## src/rtl/rgb_pwm_driver.sv

```systemverilog
// rtl/rgb_pwm_driver.sv - double-buffered RGB PWM driver, optional RGB_BRIGHTNESS_EN scaling
// Pending colour moves to active only at PWM wrap, so pins never glitch mid-period.
module rgb_pwm_driver #(
   parameter int          PRESCALE     = 4,
   parameter logic [23:0] RESET_COLOUR = 24'h000000
) (
   input  logic        clk,
   input  logic        rst,
   input  logic [23:0] colour_in,
   input  logic        colour_valid,
   output logic        colour_ready,
   input  logic        enable,
   output logic        led_r,
   output logic        led_g,
   output logic        led_b,
   output logic        period_tick
`ifdef RGB_BRIGHTNESS_EN
   ,
   input  logic [7:0]  brightness
`endif
);

   localparam int PW = (PRESCALE > 1) ? $clog2(PRESCALE) : 1;
   localparam logic [PW-1:0] PRESC_MAX = PW'(PRESCALE - 1);

   logic [PW-1:0] presc_q, presc_d;
   logic [7:0]    cnt_q, cnt_d;
   logic [23:0]   pending_q, pending_d;
   logic          full_q, full_d;
   logic [23:0]   active_q, active_d;
   logic [2:0]    led_q, led_d;
   logic          tick_q, tick_d;
   logic [23:0]   duty;
   logic          step, wrap, accept;

   assign colour_ready = ~full_q & ~rst;
   assign accept       = colour_valid & colour_ready;
   assign step         = enable && (presc_q == PRESC_MAX);
   assign wrap         = step && (cnt_q == 8'hFF);

   always_comb begin
      presc_d   = (!enable || step) ? '0 : presc_q + PW'(1);
      cnt_d     = !enable ? 8'd0 : (step ? cnt_q + 8'd1 : cnt_q);
      active_d  = active_q;
      pending_d = pending_q;
      full_d    = full_q;
      // Accept and reload never coincide: a reload needs a full buffer, which blocks ready.
      if (wrap && full_q) begin
         active_d = pending_q;
         full_d   = 1'b0;
      end
      if (accept) begin
         pending_d = colour_in;
         full_d    = 1'b1;
      end
      tick_d = wrap;
      led_d  = {enable && (cnt_q < duty[23:16]),
                enable && (cnt_q < duty[15:8]),
                enable && (cnt_q < duty[7:0])};
   end

`ifdef RGB_BRIGHTNESS_EN
   logic [23:0] duty_q, duty_d;

   function automatic logic [7:0] scale(input logic [7:0] c, input logic [7:0] b);
      logic [15:0] prod;
      prod  = {8'd0, c} * ({8'd0, b} + 16'd1);
      scale = 8'(prod >> 8);
   endfunction

   // Brightness is sampled only at wrap so a change can never split a period.
   always_comb begin
      duty_d = duty_q;
      if (wrap) duty_d = {scale(active_d[23:16], brightness),
                          scale(active_d[15:8],  brightness),
                          scale(active_d[7:0],   brightness)};
   end

   always_ff @(posedge clk or posedge rst) begin
      if (rst) duty_q <= RESET_COLOUR;
      else     duty_q <= duty_d;
   end

   assign duty = duty_q;
`else
   assign duty = active_q;
`endif

   always_ff @(posedge clk or posedge rst) begin
      if (rst) begin
         presc_q   <= '0;
         cnt_q     <= 8'd0;
         pending_q <= 24'd0;
         full_q    <= 1'b0;
         active_q  <= RESET_COLOUR;
         led_q     <= 3'b000;
         tick_q    <= 1'b0;
      end else begin
         presc_q   <= presc_d;
         cnt_q     <= cnt_d;
         pending_q <= pending_d;
         full_q    <= full_d;
         active_q  <= active_d;
         led_q     <= led_d;
         tick_q    <= tick_d;
      end
   end

   assign led_r       = led_q[2];
   assign led_g       = led_q[1];
   assign led_b       = led_q[0];
   assign period_tick = tick_q;

endmodule

```

## config.mk

```make
export PLATFORM = sky130hd
export DESIGN_NAME = rgb_pwm_driver
export DESIGN_NICKNAME = d
export VERILOG_FILES = /design/src/rtl/rgb_pwm_driver.sv
export SDC_FILE = /design/constraint.sdc
export NUM_CORES = 1
export LEC_CHECK = 0
export BUFFER_PORTS_ARGS = -buffer_cell sky130_fd_sc_hd__buf_2
export CAP_MARGIN = 20
export CORE_MARGIN = 3
export CORE_UTILIZATION = 45
export CTS_CLUSTER_DIAMETER = 30
export DETAILED_ROUTE_END_ITERATION = 8
export GPL_ROUTABILITY_DRIVEN = 1
export PLACE_DENSITY = 0.7
export SETUP_SLACK_MARGIN = 0.5
export SKIP_CTS_REPAIR_TIMING = 1
export SLEW_MARGIN = 15
export SYNTH_ARGS = -nofsm -noshare
export SYNTH_HDL_FRONTEND = slang
export SYNTH_SLANG_ARGS = --single-unit
```

## constraint.sdc

```tcl
create_clock -name clk -period 2.1 [get_ports clk]
set_clock_uncertainty 0.2 [all_clocks]
set_input_delay 0.105 -clock clk [delete_from_list [all_inputs] [get_ports clk]]
set_output_delay 0.105 -clock clk [all_outputs]
set_load 0.01 [all_outputs]
```

==> results of run 1 <==
worst paths after layout:
path / start / end / cells after the start
max: presc_q[0] / active_q[11] / 5
min: rst / period_tick / 3
max reg2reg: presc_q[0] / active_q[11] / 5
min reg2reg: presc_q[0] / presc_q[0] / 1
max in group asynchronous: rst / active_q[17] / 4
min in group clk: enable / cnt_q[2] / 3
layer usage:
metal / vias up / routed length [um]
li1: 944 / -
met2: 24 / 3000
met1: 961 / 2820
met4: 0 / 72
met3: 8 / 157
met5: - / 0
metrics by stage:
stage                     hold slack [ns]  power [mW]
after floorplan                    0.0299        1.32
after global placement            -0.0684        1.37
after detailed placement          -0.0641        1.37
after CTS                          -0.430        2.51
after global routing                0.164        2.62
final                               0.132        2.53
flip-flops by register name (all words and copies together) (netlist names):
name,flops
active_q,24
cnt_q,8
full_q,1
led_q,3
pending_q,24
period_tick,1
presc_q,2
cells in the mapped netlist, types with 3 or more instances:
cell type  count  area share
o2111a_1       3       0.011
mux2_2        48        0.18
ha_1          23       0.098
inv_1         24       0.031
a21oi_1        6       0.010
a2111oi_0      3      0.0089
o211ai_1       3      0.0076
buf_2          3      0.0051
nor2b_1        3      0.0064
o21ai_0        5      0.0085
a211oi_1       3      0.0076
nor2_1         6      0.0076
dfrtp_1       63        0.53
nand2_1        3      0.0038
xor2_1         3      0.0089
nand3_1        3      0.0051
nor3b_1        4       0.010
power groups by stage:
stage                     Combinational, mW  Clock (mW)  Sequential (mW)
after global placement               0.0975           0             1.27
final                                 0.141        1.14             1.25
after global routing                  0.159        1.21             1.25
after detailed placement             0.0996           0             1.27
after CTS                             0.100        1.15             1.25
after floorplan                      0.0535           0             1.27
cell families (layout without fill, tap and decap cells):
group,after synthesis,after routing,synth area share
flip-flops,63,63,0.535
multiplexers,49,49,0.187
buffers and inverters,31,110,0.0471
AND/OR/NAND/NOR,29,29,0.0624
AO/OA/AOI/OAI,25,25,0.0594
adder cells (fa/ha/maj),23,23,0.0976
XOR/XNOR,4,4,0.0119
area by class of cell:
| type | count | area [um^2] |
|---|---|---|
| Clock buffer | 11 | 141 |
| Tap cell | 75 | 93.8 |
| Multi-Input combinational cell | 130 | 1420 |
| Sequential cell | 63 | 1580 |
| Fill cell | 444 | 2170 |
| Timing Repair Buffer | 71 | 563 |
| Clock inverter | 4 | 70.1 |
| Inverter | 24 | 93.8 |
tightest hold or removal path, cell delays in order:
cell and delay, ns:
dlygate4sd3_1 0.54, buf_2 0.15, clkinvlp_4 0.28
placed cells by master, fill, tap and decap left out, types with 5 or more instances in the layout:
cell type	synthesis	final
a21oi_1	6	5
buf_2	3	32
buf_4	1	8
clkbuf_8	0	10
dfrtp_1	63	58
dfrtp_2	0	5
dlygate4sd3_1	0	26
ha_1	23	16
ha_4	0	6
inv_1	24	23
mux2_2	48	40
mux2_4	0	8
nor2_1	6	5
==> qor.yml, run 1 <==
clocking:
  htree_levels: 3
  clockBufferDepth: 2
  cts_sinks: 63
  cts_tree: "done"
  cts_root_buf: "clkbuf_8"
  clk_pin_slew_ns: 0.07
  cts-buffers-inserted: 9
  clkLatencyLatePin_ns: 0.33
logic_synthesis:
  yosysSeqAreaShare: 0.535
  yosys.cell_types.count: 31
  synth-seq-cells: 63
  ys.warnings.count: 0
  synth_ff_type: "dfrtp_1"
  syn-cell-area_um2: 2950
  synth_cells: 224
  syn_nets: 275
  avgSynthCellArea_um2: 13.2
  async_flop_share: 1.00
  synth-edff-count: 0
power_and_ir_drop:
  seqPwrFrac: 0.494
  leakage_nw: 1.86
  clockPowerShare: 0.450
  peakVddDrop_mv: 0.411
  p_int_mw: 2.01
  p_sw_mw: 0.524
  power_frac_comb: 0.056
  power_density_nw_per_um2: 639
  netSwitchingFraction: 0.207
worst_setup_path:
  start_kind: "flip-flop"
  critPathKind: "flip-flop to flip-flop"
  critPathBufInv: 1
  setup.worst_path.end_class: "flip-flop"
  path_cells: "ha_2, nand4_4, nor3_4, buf_8, mux2_2"
  critPathArrivalTime_ns: 1.85
  cp_top_family: "flip-flops"
  cp_max_fo: 16
  reg2reg_slack_ns: 0.27
  cp_slowest_cell: "dfrtp_1"
  critPathRequiredTime_ns: 2.12
  cpPeakStageDelay_ns: 0.38
global_route:
  busiest_layer: "met2"
  grt.overflow.total: 0
  grt_pass1_vias: 1933
  use_met2: 0.237
  grtUsageTotal: 0.156
  use_met3: 0.0501
  antenna_found_initial: 0
  grt_max_degree: 27
  grt_pass1_wl_mm: 8.93
  grtUsageMet1: 0.203
placed_design:
  dp_slack_ns: 0.0351
  io_buffer_count: 32
  post-dp-hpwl_mm: 3.72
  dp.cells: 333
  place.gp.congestion: 0.748
  dpl_cell_area_um2: 3280
die:
  io_pins: 33
  dieWidth_um: 86.9
  fp-row-count: 28
  die-area_um2: 7560
  die_y_um: 86.9
  core_um2: 6130
  initial_core_util: 0.481
cells_and_area:
  nets: 350
  diodes: 0
  drive_above_1_share: 0.446
  area_delta_synth_final_pct: 34.5
  stdcell_count: 378
  finalInstanceArea_um2: 3970
  final_util: 0.647
routing:
  drc: 0
  wire_per_inst_um: 16.0
  viasPerCell: 5.12
  ant_nets: 0
  drt-initial-drc-count: 45
  drt_first_pass_iters: 4
  vias: 1937
  finalWirelength_mm: 6.05
sta:
  finalSetupViolations: 0
  post-route-min-period_ns: 1.83
  tns_ns: 0
  fmaxAchievable_mhz: 547
  rsz0062_at_grt: "yes"
  setup_ws_ns: 0.271
  slew-limit-headroom: 0.638
  hold_violations: 0
  max_slew.worst_pin.slew_ns: 0.543
  report.final.slew_viol_count: 0
  period_share: 0.871
run_status:
  status: "finished clean"
hold_path:
  min_path_type: "input port to async pin"
job:
  maxCapViolations: 0
Note: power is estimated with default switching activity, not from simulation.
==> run 2: changes to the inputs <==
--- a/config.mk
+++ b/config.mk
@@ -6,13 +6,15 @@
 export NUM_CORES = 1
 export LEC_CHECK = 0
 export BUFFER_PORTS_ARGS = -buffer_cell sky130_fd_sc_hd__buf_2
-export CAP_MARGIN = 20
+export CAP_MARGIN = 25
+export CELL_PAD_IN_SITES_DETAIL_PLACEMENT = 0
+export CELL_PAD_IN_SITES_GLOBAL_PLACEMENT = 1
 export CORE_MARGIN = 3
-export CORE_UTILIZATION = 45
+export CORE_UTILIZATION = 43
 export CTS_CLUSTER_DIAMETER = 30
 export DETAILED_ROUTE_END_ITERATION = 8
 export GPL_ROUTABILITY_DRIVEN = 1
-export PLACE_DENSITY = 0.7
+export PLACE_DENSITY = 0.79
 export SETUP_SLACK_MARGIN = 0.5
 export SKIP_CTS_REPAIR_TIMING = 1
 export SLEW_MARGIN = 15
==> run 2 against run 1 <==
  * Routed wire length down 1.4%
  * Clock power down 23%
  * Final cell count increased by 2.1%
  * Power is 9.8% lower
  * Design area decreased by 0.85%
  * Non-clock buffer count is 5 higher
  * Via count increased by 2.3%
  * Worst setup slack lost 0.0034 ns
  * Clock-buffer cell count grew 1
  * First-iteration DRC count grew 80%
  * Worst hold slack got worse by 0.016 ns
  * Critical path type unchanged
==> qor.yml, run 2 (synthesis results as in run 1) <==
routing:
  drc: 0  # unchanged
  ant_nets: 0  # unchanged
  finalWirelength_mm: 5.96  # -1.4%
  drt-initial-drc-count: 81  # +80%
  viasPerCell: 5.13  # +0.15%
  vias: 1981  # +2.3%
  drt_first_pass_iters: 4  # unchanged
  wire_per_inst_um: 15.4  # -3.5%
job:
  maxCapViolations: 0  # unchanged
clocking:
  clk_pin_slew_ns: 0.07  # about the same
  cts_sinks: 63  # unchanged
  clockBufferDepth: 2  # unchanged
  cts_root_buf: "clkbuf_8"
  clkLatencyLatePin_ns: 0.34  # about the same
  cts-buffers-inserted: 9  # unchanged
  cts_tree: "done"
  htree_levels: 3  # unchanged
worst_setup_path:
  start_kind: "flip-flop"
  cp_top_family: "simple AND/OR/NAND/NOR gates"
  cp_max_fo: 5  # -11
  critPathKind: "flip-flop to flip-flop"
  cp_slowest_cell: "or4_4"
  setup.worst_path.end_class: "flip-flop"
  critPathArrivalTime_ns: 1.90  # +0.05 ns
  critPathRequiredTime_ns: 2.17  # +0.05 ns
  critPathBufInv: 4  # +3
  path_cells: "buf_6, buf_4, buf_6, buf_6, nand3_4, or4_4, a21oi_2"
  crit_top_cell: "buf_6"
  cpPeakStageDelay_ns: 0.54  # +0.16 ns
cells_and_area:
  nets: 355  # +1.4%
  multi_input_comb_area_um2: 1390  # -1.8%
  fillers: 511  # +15%
  diodes: 0  # unchanged
  final_util: 0.605  # -0.0415
  regArea_um2: 1580  # about the same
  reg_top3: "active_q: 24 flops, pending_q: 24 flops, cnt_q: 8 flops"
  layout_common_cells: "59 x dfrtp_1, 48 x mux2_2, 32 x buf_2"
  layout_commonest_cell: "dfrtp_1"
  area_delta_synth_final_pct: 33.4
  stdcell_count: 386  # +2.1%
  drive_above_1_share: 0.450  # +0.00429
sta:
  max_slew.worst_pin.slew_ns: 0.544  # +0.000990 ns
  tns_ns: 0  # unchanged
  hold_violations: 0  # unchanged
  rsz0062_at_grt: "yes"
  report.final.slew_viol_count: 0  # unchanged
  period_share: 0.873  # +0.00164
  fmaxAchievable_mhz: 546  # -0.19%
  post-route-min-period_ns: 1.83  # +0.00344 ns
  finalSetupViolations: 0  # unchanged
  slew-limit-headroom: 0.637  # -0.000660
placed_design:
  post-dp-hpwl_mm: 3.75  # +0.78%
  place.gp.congestion: 0.838  # +12%
  io_buffer_count: 32  # unchanged
  dp.cells: 336  # +0.90%
die:
  die_y_um: 88.8  # +2.1%
  die-area_um2: 7880  # +4.3%
  dieWidth_um: 88.8  # +2.1%
  fp-row-count: 29  # +3.6%
  io_pins: 33  # unchanged
  initial_core_util: 0.454  # -0.0270
  core_um2: 6490  # +5.9%
global_route:
  grt_max_degree: 26  # -3.7%
  grt_pass1_vias: 1869  # -3.3%
  grtUsageTotal: 0.152  # -0.00403
  grt.overflow.total: 0  # unchanged
  grt_pass1_wl_mm: 9.00  # +0.77%
  antenna_found_initial: 0  # unchanged
run_status:
  status: "finished clean"
power_and_ir_drop:
  design_power_total_mw: 2.28  # -9.8%
  peakVddDrop_mv: 0.299  # -27%
  power_density_nw_per_um2: 581  # -9.0%
  leakage_nw: 1.84  # -0.98%
hold_path:
  min_path_type: "input port to flip-flop"
[run 2: cell count changes in the layout (fill, tap and decap cells not counted), moves of 2 or more]
cell and change:
buf_6 +2, buf_4 +3, mux2_4 -8, bufinv_16 -2
mux2_2 +8, clkbuf_1 +2
[run 2: area by class of cell]
class                           instances  area share
Inverter                               24      0.0239
Clock inverter                          4     0.00573
Timing Repair Buffer                   76       0.155
Sequential cell                        63       0.402
Multi-Input combinational cell        130       0.355
Tap cell                               77      0.0245
Clock buffer                           12      0.0344
[run 2: worst paths after layout]
path	startpoint	depth (start not counted)	endpoint	slack (ns)
worst min-delay path	enable	3	cnt_q[0]	0.12
worst min register to register	pending_q[8]	1	active_q[8]	0.30
worst max register to register	cnt_q[1]	7	cnt_q[7]	0.27
worst max-delay path	cnt_q[1]	7	cnt_q[7]	0.27
min in group asynchronous	rst	3	pending_q[1]	0.16
max in group asynchronous	rst	4	cnt_q[3]	0.97
[run 2: where the power goes]
group | internal (mW) | total, mW | switching, mW
clock network | 0.423 | 0.877 | 0.454
registers | 1.24 | 1.25 | 0.0151
logic | 0.0899 | 0.155 | 0.0648
total | 1.75 | 2.28 | 0.534
[run 2: through the flow]
step	setup WS (ns)	hold slack (ns)	area, um^2
final	0.267	0.116	3930
after global routing	0.205	0.138	3930
after CTS	-0.00891	-0.417	3450
after detailed placement	0.0142	-0.0497	3290
after global placement	0.0183	-0.0518	3290
after floorplan	0.225	0.0299	3030
[run 2: worst register-to-register path, delay by kind of cell, from the launching register on]
family                 cells  cell delay [ns]
and+or+nand+nor            2             0.61
AOI/OAI and AO/OA          1             0.12
buffers and inverters      4             0.44
DFF                        1             0.38
[run 2: routing by layer]
layer	wire length (um)	global-route usage
met1	2750	0.213
met2	2920	0.215
met3	162	0.0326
met4	132	0.0879
met5	0	0
==> run 3: changes to the inputs <==
--- a/config.mk
+++ b/config.mk
@@ -15,7 +15,7 @@
 export DETAILED_ROUTE_END_ITERATION = 8
 export GPL_ROUTABILITY_DRIVEN = 1
 export PLACE_DENSITY = 0.79
-export SETUP_SLACK_MARGIN = 0.5
+export SETUP_SLACK_MARGIN = 0.15
 export SKIP_CTS_REPAIR_TIMING = 1
 export SLEW_MARGIN = 15
 export SYNTH_ARGS = -nofsm -noshare
==> constraint.sdc (replaced) <==
create_clock -name clk -period 1.6 [get_ports clk]
set_clock_uncertainty 0.2 [all_clocks]
set_input_delay 0.08 -clock clk [delete_from_list [all_inputs] [get_ports clk]]
set_output_delay 0.08 -clock clk [all_outputs]
set_load 0.01 [all_outputs]
==> run 3 against run 2 <==
  * The run now ends with setup timing left
  * Core utilization grew 6.7 points
  * Critical path depth shrank 1
  * Routed wire length grew 18%
  * Clock power grew 64%
  * Sequential power grew 32%
  * Highest routed layer unchanged
  * Worst setup slack lost 0.50 ns
  * Sequential share of layout area shrank 4.0 points
  * Critical endpoint is now active_q[6]
  * Register-to-register slack lost 0.50 ns
  * Largest cell class is now multi-input combinational cells
==> qor.yml, run 3 (synthesis results as in run 1) <==
clocking:
  cts_sinks: 63  # unchanged
  cts-buffers-inserted: 9  # unchanged
  clockBufferDepth: 2  # unchanged
  cts_root_buf: "clkbuf_8"
  htree_levels: 3  # unchanged
  cts_tree: "done"
  clkLatencyLatePin_ns: 0.34  # about the same
  clk_pin_slew_ns: 0.07  # about the same
cells_and_area:
  stdcell_count: 398  # +3.1%
  area_delta_synth_final_pct: 48.1
  drive_above_1_share: 0.495  # +0.0455
  nets: 367  # +3.4%
  layout_common_cells: "58 x dfrtp_1, 45 x mux2_4, 32 x buf_2"
  layout_commonest_cell: "dfrtp_1"
  reg_top3: "active_q: 24 flops, pending_q: 24 flops, cnt_q: 8 flops"
  diodes: 0  # unchanged
  fillers: 447  # -13%
  final_util: 0.672  # +0.0670
die:
  io_pins: 33  # unchanged
  initial_core_util: 0.454  # unchanged
  fp-row-count: 29  # unchanged
  dieWidth_um: 88.8  # unchanged
  core_um2: 6490  # unchanged
  die_y_um: 88.8  # unchanged
  die-area_um2: 7880  # unchanged
power_and_ir_drop:
  netSwitchingFraction: 0.236  # +0.00243
  peakVddDrop_mv: 0.538  # +80%
  p_sw_mw: 0.778  # +46%
  p_int_mw: 2.52  # +44%
  leakage_nw: 2.01  # +9.2%
  seqPwrFrac: 0.499  # -0.049
  clockPowerShare: 0.436  # +0.052
  power_density_nw_per_um2: 755  # +30%
  power_frac_comb: 0.065  # -0.003
sta:
  rsz0062_at_grt: "yes"
  post-route-min-period_ns: 1.83  # +0.00100 ns
  setup_ws_ns: -0.234  # -0.501 ns
  fmaxAchievable_mhz: 545  # about the same
  hold_violations: 0  # unchanged
  finalSetupViolations: 30  # +30
  slew-limit-headroom: 0.620  # -0.0169
  max_slew.worst_pin.slew_ns: 0.569  # +0.0253 ns
  report.final.slew_viol_count: 0  # unchanged
  period_share: 1.15  # +0.273
global_route:
  grt_max_degree: 64  # +150%
  grt_pass1_wl_mm: 9.58  # +6.4%
  antenna_found_initial: 0  # unchanged
  grt_pass1_vias: 2010  # +7.5%
  grt.overflow.total: 0  # unchanged
  grtUsageTotal: 0.162  # +0.0106
placed_design:
  post-dp-hpwl_mm: 3.80  # +1.3%
  dp.cells: 347  # +3.3%
  io_buffer_count: 32  # unchanged
  place.gp.congestion: 0.782  # -6.6%
  dp_slack_ns: -0.310  # -0.324 ns
hold_path:
  min_from: "enable"
  whs_path_depth: 3  # unchanged
  min_path_type: "input port to flip-flop"
  holdPathEnd: "cnt_q[1]"
worst_setup_path:
  start_kind: "flip-flop"
  reg2reg_slack_ns: -0.23  # -0.50 ns
  critPathRequiredTime_ns: 1.63  # -0.54 ns
  timing.rr.start: "cnt_q[1]"
  cpPeakStageDelay_ns: 0.41  # -0.13 ns
  r2r-end: "active_q[6]"
  path_cells: "ha_4, nand4_4, nor3_4, buf_6, buf_12, mux2_2"
  critPathArrivalTime_ns: 1.87  # -0.03 ns
  setup.worst_path.end_class: "flip-flop"
  critPathKind: "flip-flop to flip-flop"
  rr_worst_depth: 6  # -1
  cp_slowest_cell: "dfrtp_2"
  cp_max_fo: 8  # +3
routing:
  drt-initial-drc-count: 109  # +35%
  drt_first_pass_iters: 6  # +2
  drc: 0  # unchanged
  ant_nets: 0  # unchanged
  vias: 2079  # +4.9%
  finalWirelength_mm: 7.06  # +18%
  wire_per_inst_um: 17.7  # +15%
  viasPerCell: 5.22  # +1.8%
run_status:
  status: "finished, violations left"
  violations: "setup timing"
job:
  maxCapViolations: 0  # unchanged
==> run 3: routing by layer <==
| metal | up-vias | GRT usage | share of wire | routed length (um) |
|---|---|---|---|---|
| met5 | - | 0 | 0 | 0 |
| met1 | 1056 | 0.213 | 0.45 | 3180 |
| met2 | 43 | 0.254 | 0.49 | 3460 |
| met3 | 9 | 0.0456 | 0.044 | 313 |
| li1 | 971 | - | - | - |
| met4 | 0 | 0.0659 | 0.014 | 102 |
==> run 3: worst max-delay path by stage <==
| stage | from | end | slack, ns | depth (start not counted) |
|---|---|---|---|---|
| after floorplan | cnt_q[0] | active_q[0] | -0.27 | 5 |
| after global placement | cnt_q[3] | led_q[2] | -0.35 | 4 |
| after detailed placement | cnt_q[1] | led_q[2] | -0.31 | 5 |
| after CTS | cnt_q[1] | led_q[2] | -0.39 | 5 |
| after global routing | cnt_q[1] | active_q[13] | -0.27 | 6 |
| final | cnt_q[1] | active_q[6] | -0.23 | 6 |
==> run 3: critical path: cells and delay by family, from the launching register on <==
kind,cells,cell delay (ns)
adders and majority gates,1,0.16
buffers and inverters,2,0.28
DFF,1,0.41
muxes,1,0.33
and+or+nand+nor,2,0.35
==> run 3: area by class of cell <==
cell class,count,area (um^2),area share
multi-input combinational,130,1610,0.368
inverter,24,93.8,0.0215
sequential,63,1580,0.362
timing repair buffer,88,778,0.178
clock inverter,6,70.1,0.0160
tap,77,96.3,0.0221
clock buffer,10,138,0.0315
==> run 3: power by group through the flow <==
| stage | Combinational (mW) | Clock, mW | Sequential (mW) |
|---|---|---|---|
| after detailed placement | 0.147 | 0 | 1.67 |
| after CTS | 0.147 | 1.46 | 1.64 |
| after global routing | 0.235 | 1.53 | 1.65 |
| final | 0.213 | 1.44 | 1.65 |
| after floorplan | 0.0807 | 0 | 1.67 |
| after global placement | 0.143 | 0 | 1.67 |
==> run 3: metrics by stage <==
step | instance area (um^2) | hold slack (ns) | total power, mW | setup TNS (ns)
floorplan | 3080 | -0.00672 | 1.75 | -6.07
global placement | 3450 | 0.0110 | 1.81 | -3.81
detailed placement | 3450 | 0.0112 | 1.82 | -4.39
CTS | 3660 | -0.364 | 3.25 | -4.92
global route | 4370 | 0.132 | 3.42 | -7.24
finish | 4370 | 0.106 | 3.30 | -5.85
